`src/rtl/color_overlay_pipe_if.sv`:
```
// color_overlay_pipe_if
// Pixel stream bundle between the colour detectors, the overlay stage and
// the VGA output mux.
//   master : the pixel source (drives pixel_in, class_hit, in_valid, frame_start)
//   slave  : the overlay stage (drives vga_pixel, binarized_pixel, class_any,
//            class_idx, out_valid)
interface color_overlay_pipe_if #(
   parameter int NUM_CLASSES = 2,
   parameter int PIXEL_W     = 24,
   parameter int IDX_W       = 3
);
   logic [PIXEL_W-1:0]     pixel_in;
   logic [NUM_CLASSES-1:0] class_hit;
   logic                   in_valid;
   logic                   frame_start;

   logic [PIXEL_W-1:0]     vga_pixel;
   logic                   binarized_pixel;
   logic                   class_any;
   logic [IDX_W-1:0]       class_idx;
   logic                   out_valid;

   modport master (
      output pixel_in, class_hit, in_valid, frame_start,
      input  vga_pixel, binarized_pixel, class_any, class_idx, out_valid
   );

   modport slave (
      input  pixel_in, class_hit, in_valid, frame_start,
      output vga_pixel, binarized_pixel, class_any, class_idx, out_valid
   );
endinterface

```
`src/rtl/color_overlay_pipe.sv`:
```
// color_overlay_pipe
// Colour-class overlay stage. Resolves the priority of per-pixel class hits
// (bit 0 wins), substitutes a programmable palette colour according to the
// frame-synchronous mode, and produces a binarized mask for one selectable
// class. Latency is two cycles from acceptance to out_valid.
//
// Ports:
//   clk, reset_n        system clock, asynchronous active-low reset
//   px (slave)          pixel stream in / processed pixel out
//   mode, bin_sel       overlay mode and mask class, captured on frame_start
//   cfg_we/addr/data    palette write port
//   class_count         last completed frame's per-class hit counts
//   counts_valid        one-cycle pulse when class_count updates
//
// Optional feature: define OVERLAY_STATS_EN to build the per-class
// frame hit counters; otherwise class_count and counts_valid are tied to 0.
module color_overlay_pipe #(
   parameter int NUM_CLASSES = 2,
   parameter int PIXEL_W     = 24,
   parameter int CNT_W       = 20,
   parameter int IDX_W       = 3
) (
   input  logic                         clk,
   input  logic                         reset_n,
   color_overlay_pipe_if.slave          px,
   input  logic [1:0]                   mode,
   input  logic [IDX_W-1:0]             bin_sel,
   input  logic                         cfg_we,
   input  logic [IDX_W-1:0]             cfg_addr,
   input  logic [PIXEL_W-1:0]           cfg_data,
   output logic [NUM_CLASSES*CNT_W-1:0] class_count,
   output logic                         counts_valid
);

   function automatic logic [PIXEL_W-1:0] pal_default(input int k);
      case (k)
         0:       return PIXEL_W'(24'h0000FF);
         1:       return PIXEL_W'(24'h00FF00);
         default: return '1;
      endcase
   endfunction

   logic [PIXEL_W-1:0] palette [NUM_CLASSES];
   logic [1:0]         mode_sh;
   logic [IDX_W-1:0]   bin_sh;

   // acceptance-edge decode
   logic [1:0]         mode_eff;
   logic [IDX_W-1:0]   bin_eff;
   logic [IDX_W-1:0]   idx_c;
   logic               any_c;
   logic               bin_c;
   logic [PIXEL_W-1:0] pal_c;

   // stage 1
   logic               s1_valid;
   logic [PIXEL_W-1:0] s1_pix;
   logic [PIXEL_W-1:0] s1_pal;
   logic               s1_any;
   logic [IDX_W-1:0]   s1_idx;
   logic               s1_bin;
   logic [1:0]         s1_mode;

   // stage 2
   logic               s2_valid;
   logic [PIXEL_W-1:0] s2_pix;
   logic               s2_any;
   logic [IDX_W-1:0]   s2_idx;
   logic               s2_bin;
   logic [PIXEL_W-1:0] sel_pix;

   always_comb begin
      // a frame_start pixel already uses the newly captured mode/bin_sel
      mode_eff = px.frame_start ? mode : mode_sh;
      bin_eff  = px.frame_start ? bin_sel : bin_sh;
      any_c    = |px.class_hit;
      idx_c    = '0;
      for (int k = NUM_CLASSES - 1; k >= 0; k--) begin
         if (px.class_hit[k]) idx_c = IDX_W'(k);
      end
      // out-of-range bin_sel matches no class and yields 0
      bin_c = 1'b0;
      for (int k = 0; k < NUM_CLASSES; k++) begin
         if (bin_eff == IDX_W'(k)) bin_c = px.class_hit[k];
      end
      // palette colour is frozen at acceptance; a write on the same edge
      // is forwarded so the accepted pixel sees the new colour
      pal_c = '0;
      for (int k = 0; k < NUM_CLASSES; k++) begin
         if (idx_c == IDX_W'(k)) begin
            pal_c = (cfg_we && cfg_addr == IDX_W'(k)) ? cfg_data : palette[k];
         end
      end
   end

   always_ff @(posedge clk or negedge reset_n) begin
      if (!reset_n) begin
         for (int k = 0; k < NUM_CLASSES; k++) palette[k] <= pal_default(k);
         mode_sh  <= 2'd1;
         bin_sh   <= '0;
         s1_valid <= 1'b0;
         s1_pix   <= '0;
         s1_pal   <= '0;
         s1_any   <= 1'b0;
         s1_idx   <= '0;
         s1_bin   <= 1'b0;
         s1_mode  <= 2'd1;
      end else begin
         for (int k = 0; k < NUM_CLASSES; k++) begin
            if (cfg_we && cfg_addr == IDX_W'(k)) palette[k] <= cfg_data;
         end
         if (px.in_valid && px.frame_start) begin
            mode_sh <= mode;
            bin_sh  <= bin_sel;
         end
         s1_valid <= px.in_valid;
         if (px.in_valid) begin
            s1_pix  <= px.pixel_in;
            s1_pal  <= pal_c;
            s1_any  <= any_c;
            s1_idx  <= idx_c;
            s1_bin  <= bin_c;
            s1_mode <= mode_eff;
         end
      end
   end

   always_comb begin
      case (s1_mode)
         2'd0:    sel_pix = s1_pix;
         2'd1:    sel_pix = s1_any ? s1_pal : s1_pix;
         2'd2:    sel_pix = s1_any ? {PIXEL_W{1'b1}} : {PIXEL_W{1'b0}};
         default: sel_pix = s1_any ? s1_pal : {PIXEL_W{1'b0}};
      endcase
   end

   always_ff @(posedge clk or negedge reset_n) begin
      if (!reset_n) begin
         s2_valid           <= 1'b0;
         s2_pix             <= '0;
         s2_any             <= 1'b0;
         s2_idx             <= '0;
         s2_bin             <= 1'b0;
         px.out_valid       <= 1'b0;
         px.vga_pixel       <= '0;
         px.class_any       <= 1'b0;
         px.class_idx       <= '0;
         px.binarized_pixel <= 1'b0;
      end else begin
         s2_valid <= s1_valid;
         if (s1_valid) begin
            s2_pix <= sel_pix;
            s2_any <= s1_any;
            s2_idx <= s1_idx;
            s2_bin <= s1_bin;
         end
         // outputs hold their last value across gaps
         px.out_valid <= s2_valid;
         if (s2_valid) begin
            px.vga_pixel       <= s2_pix;
            px.class_any       <= s2_any;
            px.class_idx       <= s2_idx;
            px.binarized_pixel <= s2_bin;
         end
      end
   end

`ifdef OVERLAY_STATS_EN
   logic [CNT_W-1:0] ctr [NUM_CLASSES];

   always_ff @(posedge clk or negedge reset_n) begin
      if (!reset_n) begin
         for (int k = 0; k < NUM_CLASSES; k++) ctr[k] <= '0;
         class_count  <= '0;
         counts_valid <= 1'b0;
      end else begin
         counts_valid <= 1'b0;
         if (px.in_valid) begin
            if (px.frame_start) begin
               // publish the finished frame; the new frame starts with
               // this pixel's own hits
               counts_valid <= 1'b1;
               for (int k = 0; k < NUM_CLASSES; k++) begin
                  class_count[k*CNT_W +: CNT_W] <= ctr[k];
                  ctr[k] <= {{(CNT_W-1){1'b0}}, px.class_hit[k]};
               end
            end else begin
               for (int k = 0; k < NUM_CLASSES; k++) begin
                  if (px.class_hit[k] && ctr[k] != {CNT_W{1'b1}}) ctr[k] <= ctr[k] + 1'b1;
               end
            end
         end
      end
   end
`else
   assign class_count  = '0;
   assign counts_valid = 1'b0;
`endif

endmodule
```
`src/flat_wrapper.sv`:
```
// flat-port wrapper written by rule: the top's interface ports become plain ports
module color_overlay_pipe_flat 
#(
   parameter int NUM_CLASSES = 2,
   parameter int PIXEL_W     = 24,
   parameter int CNT_W       = 20,
   parameter int IDX_W       = 3
)
  (clk, reset_n, mode, bin_sel, cfg_we, cfg_addr, cfg_data, class_count, counts_valid, px_pixel_in, px_class_hit, px_in_valid, px_frame_start, px_vga_pixel, px_binarized_pixel, px_class_any, px_class_idx, px_out_valid);
  color_overlay_pipe_if #(.NUM_CLASSES(NUM_CLASSES), .PIXEL_W(PIXEL_W), .IDX_W(IDX_W)) px_i ();
  input  logic clk;
  input  logic reset_n;
  input  logic [1:0] mode;
  input  logic [IDX_W-1:0] bin_sel;
  input  logic cfg_we;
  input  logic [IDX_W-1:0] cfg_addr;
  input  logic [PIXEL_W-1:0] cfg_data;
  output logic [NUM_CLASSES*CNT_W-1:0] class_count;
  output logic counts_valid;
  input wire logic [$bits(px_i.pixel_in)-1:0] px_pixel_in;
  input wire logic [$bits(px_i.class_hit)-1:0] px_class_hit;
  input wire logic [$bits(px_i.in_valid)-1:0] px_in_valid;
  input wire logic [$bits(px_i.frame_start)-1:0] px_frame_start;
  output wire logic [$bits(px_i.vga_pixel)-1:0] px_vga_pixel;
  output wire logic [$bits(px_i.binarized_pixel)-1:0] px_binarized_pixel;
  output wire logic [$bits(px_i.class_any)-1:0] px_class_any;
  output wire logic [$bits(px_i.class_idx)-1:0] px_class_idx;
  output wire logic [$bits(px_i.out_valid)-1:0] px_out_valid;
  assign px_i.pixel_in = px_pixel_in;
  assign px_i.class_hit = px_class_hit;
  assign px_i.in_valid = px_in_valid;
  assign px_i.frame_start = px_frame_start;
  assign px_vga_pixel = px_i.vga_pixel;
  assign px_binarized_pixel = px_i.binarized_pixel;
  assign px_class_any = px_i.class_any;
  assign px_class_idx = px_i.class_idx;
  assign px_out_valid = px_i.out_valid;
  color_overlay_pipe #(.NUM_CLASSES(NUM_CLASSES), .PIXEL_W(PIXEL_W), .CNT_W(CNT_W), .IDX_W(IDX_W)) u_core (.clk(clk), .reset_n(reset_n), .px(px_i), .mode(mode), .bin_sel(bin_sel), .cfg_we(cfg_we), .cfg_addr(cfg_addr), .cfg_data(cfg_data), .class_count(class_count), .counts_valid(counts_valid));
endmodule
```
`config.mk`:
```
export PLATFORM = sky130hd
export DESIGN_NAME = color_overlay_pipe_flat
export DESIGN_NICKNAME = d
export VERILOG_FILES = /design/src/rtl/color_overlay_pipe_if.sv /design/src/rtl/color_overlay_pipe.sv /design/src/flat_wrapper.sv
export SDC_FILE = /design/constraint.sdc
export NUM_CORES = 1
export LEC_CHECK = 0
export ABC_AREA = 1
export BUFFER_PORTS_ARGS = -buffer_cell sky130_fd_sc_hd__buf_2
export CAP_MARGIN = 30
export CORE_AREA = 5 5 118 120
export CTS_CLUSTER_SIZE = 24
export DETAILED_ROUTE_END_ITERATION = 8
export DIE_AREA = 0 0 123 125
export PLACE_DENSITY = 0.87
export SYNTH_ARGS = -nofsm -noshare
export SYNTH_HDL_FRONTEND = slang
export SYNTH_SLANG_ARGS = --single-unit
```
`constraint.sdc`:
```
create_clock -name clk -period 2.05 [get_ports clk]
set_input_delay 0.5125 -clock clk [delete_from_list [all_inputs] [get_ports clk]]
set_output_delay 0.5125 -clock clk [all_outputs]
set_load 0.005 [all_outputs]
```
==> metrics, run 1 <==
min Tclk post-route=1.56 ns; DRC viols=0; Pint=6.25 mW; final WL=17,300 µm; Longest Clk Path Bufs=2; asr flop ratio synth=1.00; Layout area overhead=14.1%; mapped cell area=7450 µm²; Crit path max-delay family=flip-flops; Clk network pwr share=0.373; Yosys warnings=0; largest net degree at the start of global routing=56; nets@finish=1,004; Starting DRT DRC Count=678; Slew HR=0.640; sequential element share of the synthesized area=0.551; Post-CTS Setup Bufs=0; first-pass GRT wire length=28,300 µm; share of layout cells above drive strength 1=0.180; most numerous cell in the Yosys netlist=nand2_1; Setup crit end kind=register; Worst Path Arrival=1.87 ns; Final period util=0.762; CTS root buf=clkbuf_16; combinational share of power=0.157; Yosys top cell area share=0.487; Mapped Cells=854; Top FF cell, synth=dfrtp_1; Final Hold Viols=0; status=completed; Register Area=4100 µm²; Clock transition at path regs=0.06 ns; max cap viols=0; HP Class=in2async; Fillers=988; final core utilization=0.660; slowest CP cell=dfstp_2; reg-to-reg slack, setup=0.49 ns; I/O pin count=134; RSZ-0062 raised after global routing=false; Pwr per Cell Area=1000 nW/µm²; hold buffers post-CTS=0; footprint of the multi-input gates=2500 µm²; Setup Viol. Count Final=0; crit-path max FO=14; fmax=0.640 GHz; crit path buf inv count=1; antenna viol nets, final=0; clk sinks=163; IO buf count=90; slack of the critical path=0.488 ns; initial antenna violation count=0; global route overflow=0; #FFs+latches synth=163; Post-Syn Area per Cell=8.72 µm²; P_sw=2.27 mW; setup TNS=0 ns; Final GP Congestion=0.794; critical path class=reg2reg; fin. max-slew vios=0; CP cell instances=nand2_1 -> buf_4 -> o21ai_0 -> o22ai_1; hpwl dp=11,100 µm; Pwr Total=8.52 mW; synth unique cells=24; actual slew at the worst max-slew pin=0.540 ns; drt first pass iters=6; cell taking the most area after synthesis=dfrtp_1; critical path launch point type=register; vias in the first global route=5,703; Die X=123 µm; Core ar.=12,900 µm²; Die Ht=125 µm; Max VDD drop=0.000675 V; Vias=5,906; Tot GR Track Use=0.234; CP required=2.36 ns; Leak Pwr=4.40 nW; CTS H-tree depth=4; Critical Path Source=u_core.s1_mode[0]; Skew-Pair Late Insertion Delay=0.43 ns; Post-synth EDFFs=0; crit-path max cell delay=0.53 ns; Area contributors post-synth=dfrtp_1, nand2_1, nand3_1; Seq pwr share=0.470; Commonest cells post-synth=nand2_1, dfrtp_1, nand3_1, inv_1, a21oi_1; Num CTS Buffers=17; CTS tree=built; Routed wire per std cell=15.3 µm; Net Sw Frac=0.267; routed vias/inst=5.23; ant diodes=0; Starting Density=0.578; Row Count=42; post-CTS resize count=0; pre-CTS WS=0.402 ns; die area=15,400 µm²; Setup Skew=0.00577 ns; FF-to-FF Start=u_core.s1_mode[0]
-- per-layer routing --
metal,track usage,vias up,share of wire
met5,0,-,0
met4,0.110,0,0.031
met3,0.0556,45,0.075
met2,0.356,268,0.48
li1,-,2788,-
met1,0.318,2805,0.41
-- cells in the final DEF, fill, tap and decap left out --
cell type	instances
bufinv_16	3
nand2_2	1
nor3_1	1
o211ai_1	1
o21ai_0	30
or2_2	1
nand3_1	124
buf_12	3
clkinvlp_4	1
conb_1	43
inv_2	2
a21oi_4	1
a21oi_1	51
nor2_1	33
clkbuf_16	17
nand2_1	173
buf_4	20
buf_6	1
and2_1	48
buf_2	89
nor2_2	1
clkinv_2	8
nor2_4	3
clkbuf_8	2
inv_1	108
dfstp_2	18
nand2_4	1
o22ai_1	24
dfrtp_1	145
-- layout make-up --
cell class,instances,share of cell area
flip-flops and latches,163,0.483
multi-input cells,536,0.295
repair buffers,113,0.0785
clock buffers,19,0.0533
inverters,110,0.0486
well taps,176,0.0259
clock inverters,12,0.0162
-- through the flow --
step	instances	hold slack, ns	cell area, µm²
3_3_place_gp	1098	0.455	7910
6_report	1129	0.0180	8500
2_1_floorplan	896	0.217	7600
3_5_place_dp	1098	0.459	7910
4_1_cts	1129	0.0356	8500
5_1_grt	1129	0.0396	8500
-- state kept, by name, indices dropped and copies added (netlist names) --
| signal | cells |
|---|---|
| u_core.px.vga_pixel | 24 |
| u_core.mode_sh | 2 |
| u_core.s1_pal | 24 |
| u_core.s1_any | 1 |
| u_core.px.class_idx | 1 |
| u_core.px.class_any | 1 |
| u_core.s2_valid | 1 |
| u_core.s1_mode | 2 |
| u_core.px.out_valid | 1 |
| u_core.s2_bin | 1 |
| u_core.s1_valid | 1 |
| u_core.s2_pix | 24 |
| u_core.s1_pix | 24 |
| u_core.palette | 48 |
| u_core.s1_idx | 1 |
| u_core.s2_idx | 1 |
| u_core.s2_any | 1 |
| u_core.bin_sh | 3 |
| u_core.px.binarized_pixel | 1 |
| u_core.s1_bin | 1 |
-- worst paths after layout --
path	to	cells past startpoint
min in group clk	u_core.s1_pix[6]	3
worst min-delay path	u_core.palette[7]	1
worst max register to register	u_core.s2_pix[9]	4
worst min register to register	u_core.s1_pix[11]	2
max in group asynchronous	u_core.palette[24]	2
worst max-delay path	u_core.s2_pix[9]	4
-- power by group through the flow --
stage	clock network (mW)	registers, mW	logic (mW)
2_1_floorplan	0	3.98	0.926
5_1_grt	3.34	4.05	1.53
3_5_place_dp	0	4.04	1.30
4_1_cts	3.20	4.00	1.34
6_report	3.18	4.01	1.34
3_3_place_gp	0	4.02	1.26
-- cell families (layout without fill, tap and decap cells) --
| family | after synthesis | in the layout | share of synthesized area |
|---|---|---|---|
| AO/OA/AOI/OAI | 107 | 107 | 0.0778 |
| buffers and inverters | 197 | 254 | 0.134 |
| flip-flops | 163 | 163 | 0.551 |
| other | 1 | 43 | 0.000504 |
| AND/OR/NAND/NOR | 386 | 386 | 0.237 |
(Power assumes the default switching activity.)
==> run 2, diff against run 1 <==
CORE_AREA = 5 5 122 124   (was 5 5 118 120)
DIE_AREA = 0 0 127 129   (was 0 0 123 125)
PLACE_DENSITY = 0.82   (was 0.87)
clock period = 1.5 ns   (was 2.05 ns; I/O delays follow)
==> run 2 against run 1 <==
  * Combinational power grew 39%
  * Maximum frequency grew 10%
  * Non-clock buffer count grew 5
  * Hold slack gained 0.13 ns
  * Count of clock-buffer cells in the layout grew 8
  * Critical path depth grew 2
  * Final area grew 1.4%
  * Sequential power grew 36%
  * Register-to-register slack lost 0.40 ns
  * Clock skew grew 0.0021 ns
  * Critical endpoint is now u_core.s2_pix[22]
  * Highest routed layer unchanged
==> metrics, run 2 (synthesis gave the netlist of run 1 again) <==
Pwr Total=11.6 mW (was 8.52 mW); I/O pin count=134 (unchanged); global route overflow=0 (unchanged); crit-path max cell delay=0.43 ns (was 0.53 ns); clk sinks=163 (unchanged); Skew-Pair Late Insertion Delay=0.42 ns (was 0.43 ns); die area=16,400 µm² (was 15,400 µm²); Num CTS Buffers=17 (unchanged); Starting DRT DRC Count=611 (was 678); CTS tree=built (unchanged); vias in the first global route=5,937 (was 5,703); Clock transition at path regs=0.06 ns (about the same); Setup crit end kind=register (unchanged); CP cell instances=nand2_1 -> buf_4 -> nand2_1 -> buf_12 -> a21oi_1 -> o22ai_1 (was nand2_1 -> buf_4 -> o21ai_0 -> o22ai_1); placed inst area=8030 µm² (was 7910 µm²); Starting Density=0.545 (was 0.578); Setup Viol. Count Final=0 (unchanged); routed vias/inst=5.16 (was 5.23); Longest Clk Path Bufs=2 (unchanged); share of layout cells above drive strength 1=0.179 (was 0.180); Core ar.=13,700 µm² (was 12,900 µm²); Final GP Congestion=0.809 (was 0.794); CTS root buf=clkbuf_16 (unchanged); Setup Skew=0.00790 ns (was 0.00577 ns); RSZ-0062 raised after global routing=false (unchanged); Pwr per Cell Area=1340 nW/µm² (was 1000 nW/µm²); Die Ht=129 µm (was 125 µm); Post-CTS Setup Bufs=0 (unchanged); Layout area overhead=15.7% (was 14.1%); commonest non-fill, non-tap cells in the layout=nand2_1, dfrtp_1, nand3_1, inv_1, buf_2 (unchanged); Routed wire per std cell=14.8 µm (was 15.3 µm); Leak Pwr=4.44 nW (was 4.40 nW); Worst Path Arrival=1.70 ns (was 1.87 ns); post-CTS resize count=0 (unchanged); initial antenna violation count=0 (unchanged); setup TNS=0 ns (unchanged); final WL=16,900 µm (was 17,300 µm); CP required=1.78 ns (was 2.36 ns); first-pass GRT wire length=28,300 µm (about the same); Final Hold Viols=0 (unchanged); max cap viols=0 (unchanged); Max VDD drop=0.000887 V (was 0.000675 V); Tot GR Track Use=0.217 (was 0.234); largest net degree at the start of global routing=56 (unchanged); number of flip-flops in the largest register=48 (unchanged); antenna viol nets, final=0 (unchanged); critical path launch point type=register (unchanged); DRC viols=0 (unchanged); most used cell, CP=nand2_1; Vias=5,876 (was 5,906); HP Class=in2reg (was in2async); Die X=127 µm (was 123 µm); crit-path max FO=24 (was 14); nets@finish=1,009 (was 1,004); ant diodes=0 (unchanged); final instance area=8620 µm² (was 8500 µm²); fmax=0.706 GHz (was 0.640 GHz); min Tclk post-route=1.42 ns (was 1.56 ns); slowest CP cell=dfrtp_1 (was dfstp_2); CTS H-tree depth=4 (unchanged); hpwl dp=11,200 µm (was 11,100 µm); fin. max-slew vios=0 (unchanged); IO buf count=90 (unchanged); hold buffers post-CTS=1 (was 0); Row Count=43 (was 42); Fillers=1,134 (was 988); Final period util=0.944 (was 0.762); Largest Register=u_core.palette (unchanged); most common cell after layout, fill and taps aside=nand2_1 (unchanged); status=completed (unchanged); critical path class=reg2reg (unchanged); drt first pass iters=5 (was 6)
[run 2: cell types whose count changed in the layout (fill, tap and decap cells not counted), sizes merged]
cell / delta
clkbuf: +8
dlygate4sd3: +1
clkinvlp: -1
bufinv: -1
buf: +4
clkinv: -5
[run 2: through the flow]
stage / std cells / hold slack, ns / utilization / setup slack, ns
2_1_floorplan: 896 / 0.0794 / - / 0.321
3_3_place_gp: 1106 / 0.259 / 0.588 / 0.171
3_5_place_dp: 1106 / 0.263 / 0.588 / 0.152
4_1_cts: 1139 / 0.142 / 0.631 / 0.0862
5_1_grt: 1139 / 0.163 / 0.631 / 0.0433
6_report: 1139 / 0.151 / 0.631 / 0.0838
[run 2: power breakdown]
part	leakage, nW	switching [mW]	internal [mW]
clock	0.285	1.62	2.62
sequential	1.87	0.310	5.15
combinational	2.28	1.10	0.764
total	4.44	3.03	8.54
[run 2: worst max-delay path: cells and delay by family (launching register included)]
kind	cells	cell delay (ns)
flip-flops	1	0.43
AND/OR/NAND/NOR	2	0.22
AO/OA/AOI/OAI	2	0.28
buffers and inverters	2	0.35
[run 2: cell type report]
type                    count  area (µm²)  area share
clock buffers              27         503      0.0584
multi-input cells         536        2500       0.291
inverters                 110         413      0.0479
well taps                 180         225      0.0261
repair buffers            118         795      0.0922
clock inverters             5        75.1     0.00871
flip-flops and latches    163        4100       0.476
[run 2: metal layers]
layer  routed length, µm  track usage  up-vias
li1                    -            -     2803
met1                7050        0.284     2828
met2                8340        0.354      212
met3                1150       0.0436       33
met4                 367       0.0965        0
met5                   0            0        -
[run 2: final timing paths]
check	start	endpoint	slack, ns	depth (start not counted)
min in group asynchronous	reset_n	u_core.palette[32]	0.38	2
max in group asynchronous	reset_n	u_core.palette[24]	0.51	3
setup reg to reg	u_core.s1_any	u_core.s2_pix[22]	0.08	6
setup / recovery	u_core.s1_any	u_core.s2_pix[22]	0.08	6
hold reg to reg	u_core.s1_pix[7]	u_core.s1_pix[7]	0.47	2
hold / removal	px_pixel_in[8]	u_core.s1_pix[8]	0.15	3
==> run 3, diff against run 2 <==
MAX_ROUTING_LAYER = met4   (was unset)
==> run 3 against run 2 <==
  * Die area is the same
  * Critical path depth is the same
  * Sequential share of layout area is the same
  * Combinational power is essentially flat
  * First-iteration DRC count grew 7.9%
  * Cell count is the same
  * Global-route usage grew 0.73 points
  * Clock skew shrank 0.0014 ns
  * Utilization is the same
  * Non-clock buffer count is the same
==> metrics, run 3 (synthesis gave the netlist of run 1 again) <==
dpl cells=1,106 (unchanged); Row Count=43 (unchanged); drt first pass iters=5 (unchanged); Vias=5,870 (was 5,876); Final Hold Viols=0 (unchanged); status=completed (unchanged); Leak Pwr=4.44 nW (unchanged); number of flip-flops in the largest register=48 (unchanged); I/O pin count=134 (unchanged); final WL=17,000 µm (was 16,900 µm); fmax=0.708 GHz (was 0.706 GHz); HP Class=in2reg (unchanged); largest net degree at the start of global routing=56 (unchanged); Largest Register=u_core.palette (unchanged); ant diodes=0 (unchanged); Worst Path Arrival=1.70 ns (about the same); Num CTS Buffers=17 (unchanged); IO buf count=90 (unchanged); max cap viols=0 (unchanged); Starting Density=0.545 (unchanged); commonest non-fill, non-tap cells in the layout=nand2_1, dfrtp_1, nand3_1, inv_1, buf_2 (unchanged); Layout area overhead=15.7% (unchanged); Routed wire per std cell=14.9 µm (was 14.8 µm); nets@finish=1,009 (unchanged); Worst R2R Path Depth=6 (unchanged); crit-path max FO=24 (unchanged); Die X=127 µm (unchanged); Setup Viol. Count Final=0 (unchanged); Starting DRT DRC Count=659 (was 611); RR Endpoint=u_core.s2_pix[22] (unchanged); Final period util=0.942 (was 0.944); worst setup path end=u_core.s2_pix[22] (unchanged); initial antenna violation count=0 (unchanged); Longest Clk Path Bufs=2 (unchanged); fin. max-slew vios=0 (unchanged); RSZ-0062 raised after global routing=false (unchanged); Critical Path Source=u_core.s1_any (unchanged); most common cell after layout, fill and taps aside=nand2_1 (unchanged); Skew-Pair Late Insertion Delay=0.43 ns (was 0.42 ns); Pwr per Cell Area=1340 nW/µm² (about the same); Clock transition at path regs=0.06 ns (about the same); min Tclk post-route=1.41 ns (was 1.42 ns); final hold slack=0.146 ns (was 0.151 ns); hpwl dp=11,200 µm (unchanged); Die Ht=129 µm (unchanged); Tot GR Track Use=0.224 (was 0.217); setup TNS=0 ns (unchanged); die area=16,400 µm² (unchanged); post-CTS resize count=0 (unchanged); CTS root buf=clkbuf_16 (unchanged); FF-to-FF Start=u_core.s1_any (unchanged); critical path class=reg2reg (unchanged); vias in the first global route=5,941 (was 5,937); CP required=1.79 ns (was 1.78 ns); first-pass GRT wire length=28,300 µm (unchanged); share of layout cells above drive strength 1=0.179 (unchanged); Core ar.=13,700 µm² (unchanged); DRC viols=0 (unchanged); final cell count without fillers=1,139 (unchanged); CTS tree=built (unchanged); routed vias/inst=5.15 (was 5.16); CTS H-tree depth=4 (unchanged); Max VDD drop=0.000901 V (was 0.000887 V); global route overflow=0 (unchanged); Setup crit end kind=register (unchanged); Final GP Congestion=0.821 (was 0.809); Pwr Total=11.6 mW (about the same); reg-to-reg slack, setup=0.09 ns (was 0.08 ns); critical path launch point type=register (unchanged); clk sinks=163 (unchanged); Setup Skew=0.00650 ns (was 0.00790 ns); antenna viol nets, final=0 (unchanged)
[run 3: area by class of cell]
cell class,instances,area [µm²]
Clock inverter,5,75.1
Inverter,110,413
Tap cell,180,225
Clock buffer,27,503
Fill cell,1134,5050
Timing Repair Buffer,118,795
Multi-Input combinational cell,536,2500
Sequential cell,163,4100
[run 3: what timing repair did]
| action | CTS | global route |
|---|---|---|
| hold endpoints to repair | 18 | 0 |
| hold buffers | 1 | 0 |
| setup buffers | 0 | 0 |
[run 3: how the worst min path moves through the flow]
stage	startpoint	to	slack (ns)	cells past startpoint
floorplan	reset_n	u_core.bin_sh[0]	0.08	0
global placement	reset_n	u_core.palette[32]	0.26	1
detailed placement	reset_n	u_core.palette[32]	0.26	1
CTS	px_pixel_in[8]	u_core.s1_pix[8]	0.14	3
global route	px_pixel_in[2]	u_core.s1_pix[2]	0.16	3
finish	px_pixel_in[8]	u_core.s1_pix[8]	0.15	3
[run 3: report_power, final]
part	leakage, nW	internal, mW	switching, mW
Combinational	2.28	0.764	1.10
Clock	0.285	2.62	1.64
Sequential	1.87	5.15	0.311
[run 3: per-layer routing]
layer  global-route usage  vias to the layer above  routed length [µm]
li1                     -                     2799                   -
met1                0.286                     2801                7080
met2                0.353                      240                8230
met3               0.0473                       30                1310
met4               0.0909                        0                 344
met5                    -                        -                   0
[run 3: per-stage QoR]
step | worst slack (ns) | cell area [µm²] | util
2_1_floorplan | 0.321 | 7600 | -
3_3_place_gp | 0.171 | 8030 | 0.588
3_5_place_dp | 0.152 | 8030 | 0.588
4_1_cts | 0.0862 | 8620 | 0.631
5_1_grt | 0.0433 | 8620 | 0.631
6_report | 0.0870 | 8620 | 0.631
[run 3: worst max-delay path: stages, from the launching register on]
cell     delay [ns]
dfrtp_1        0.43
nand2_1        0.11
buf_4          0.18
nand2_1        0.10
buf_12         0.17
a21oi_1        0.17
o22ai_1        0.11
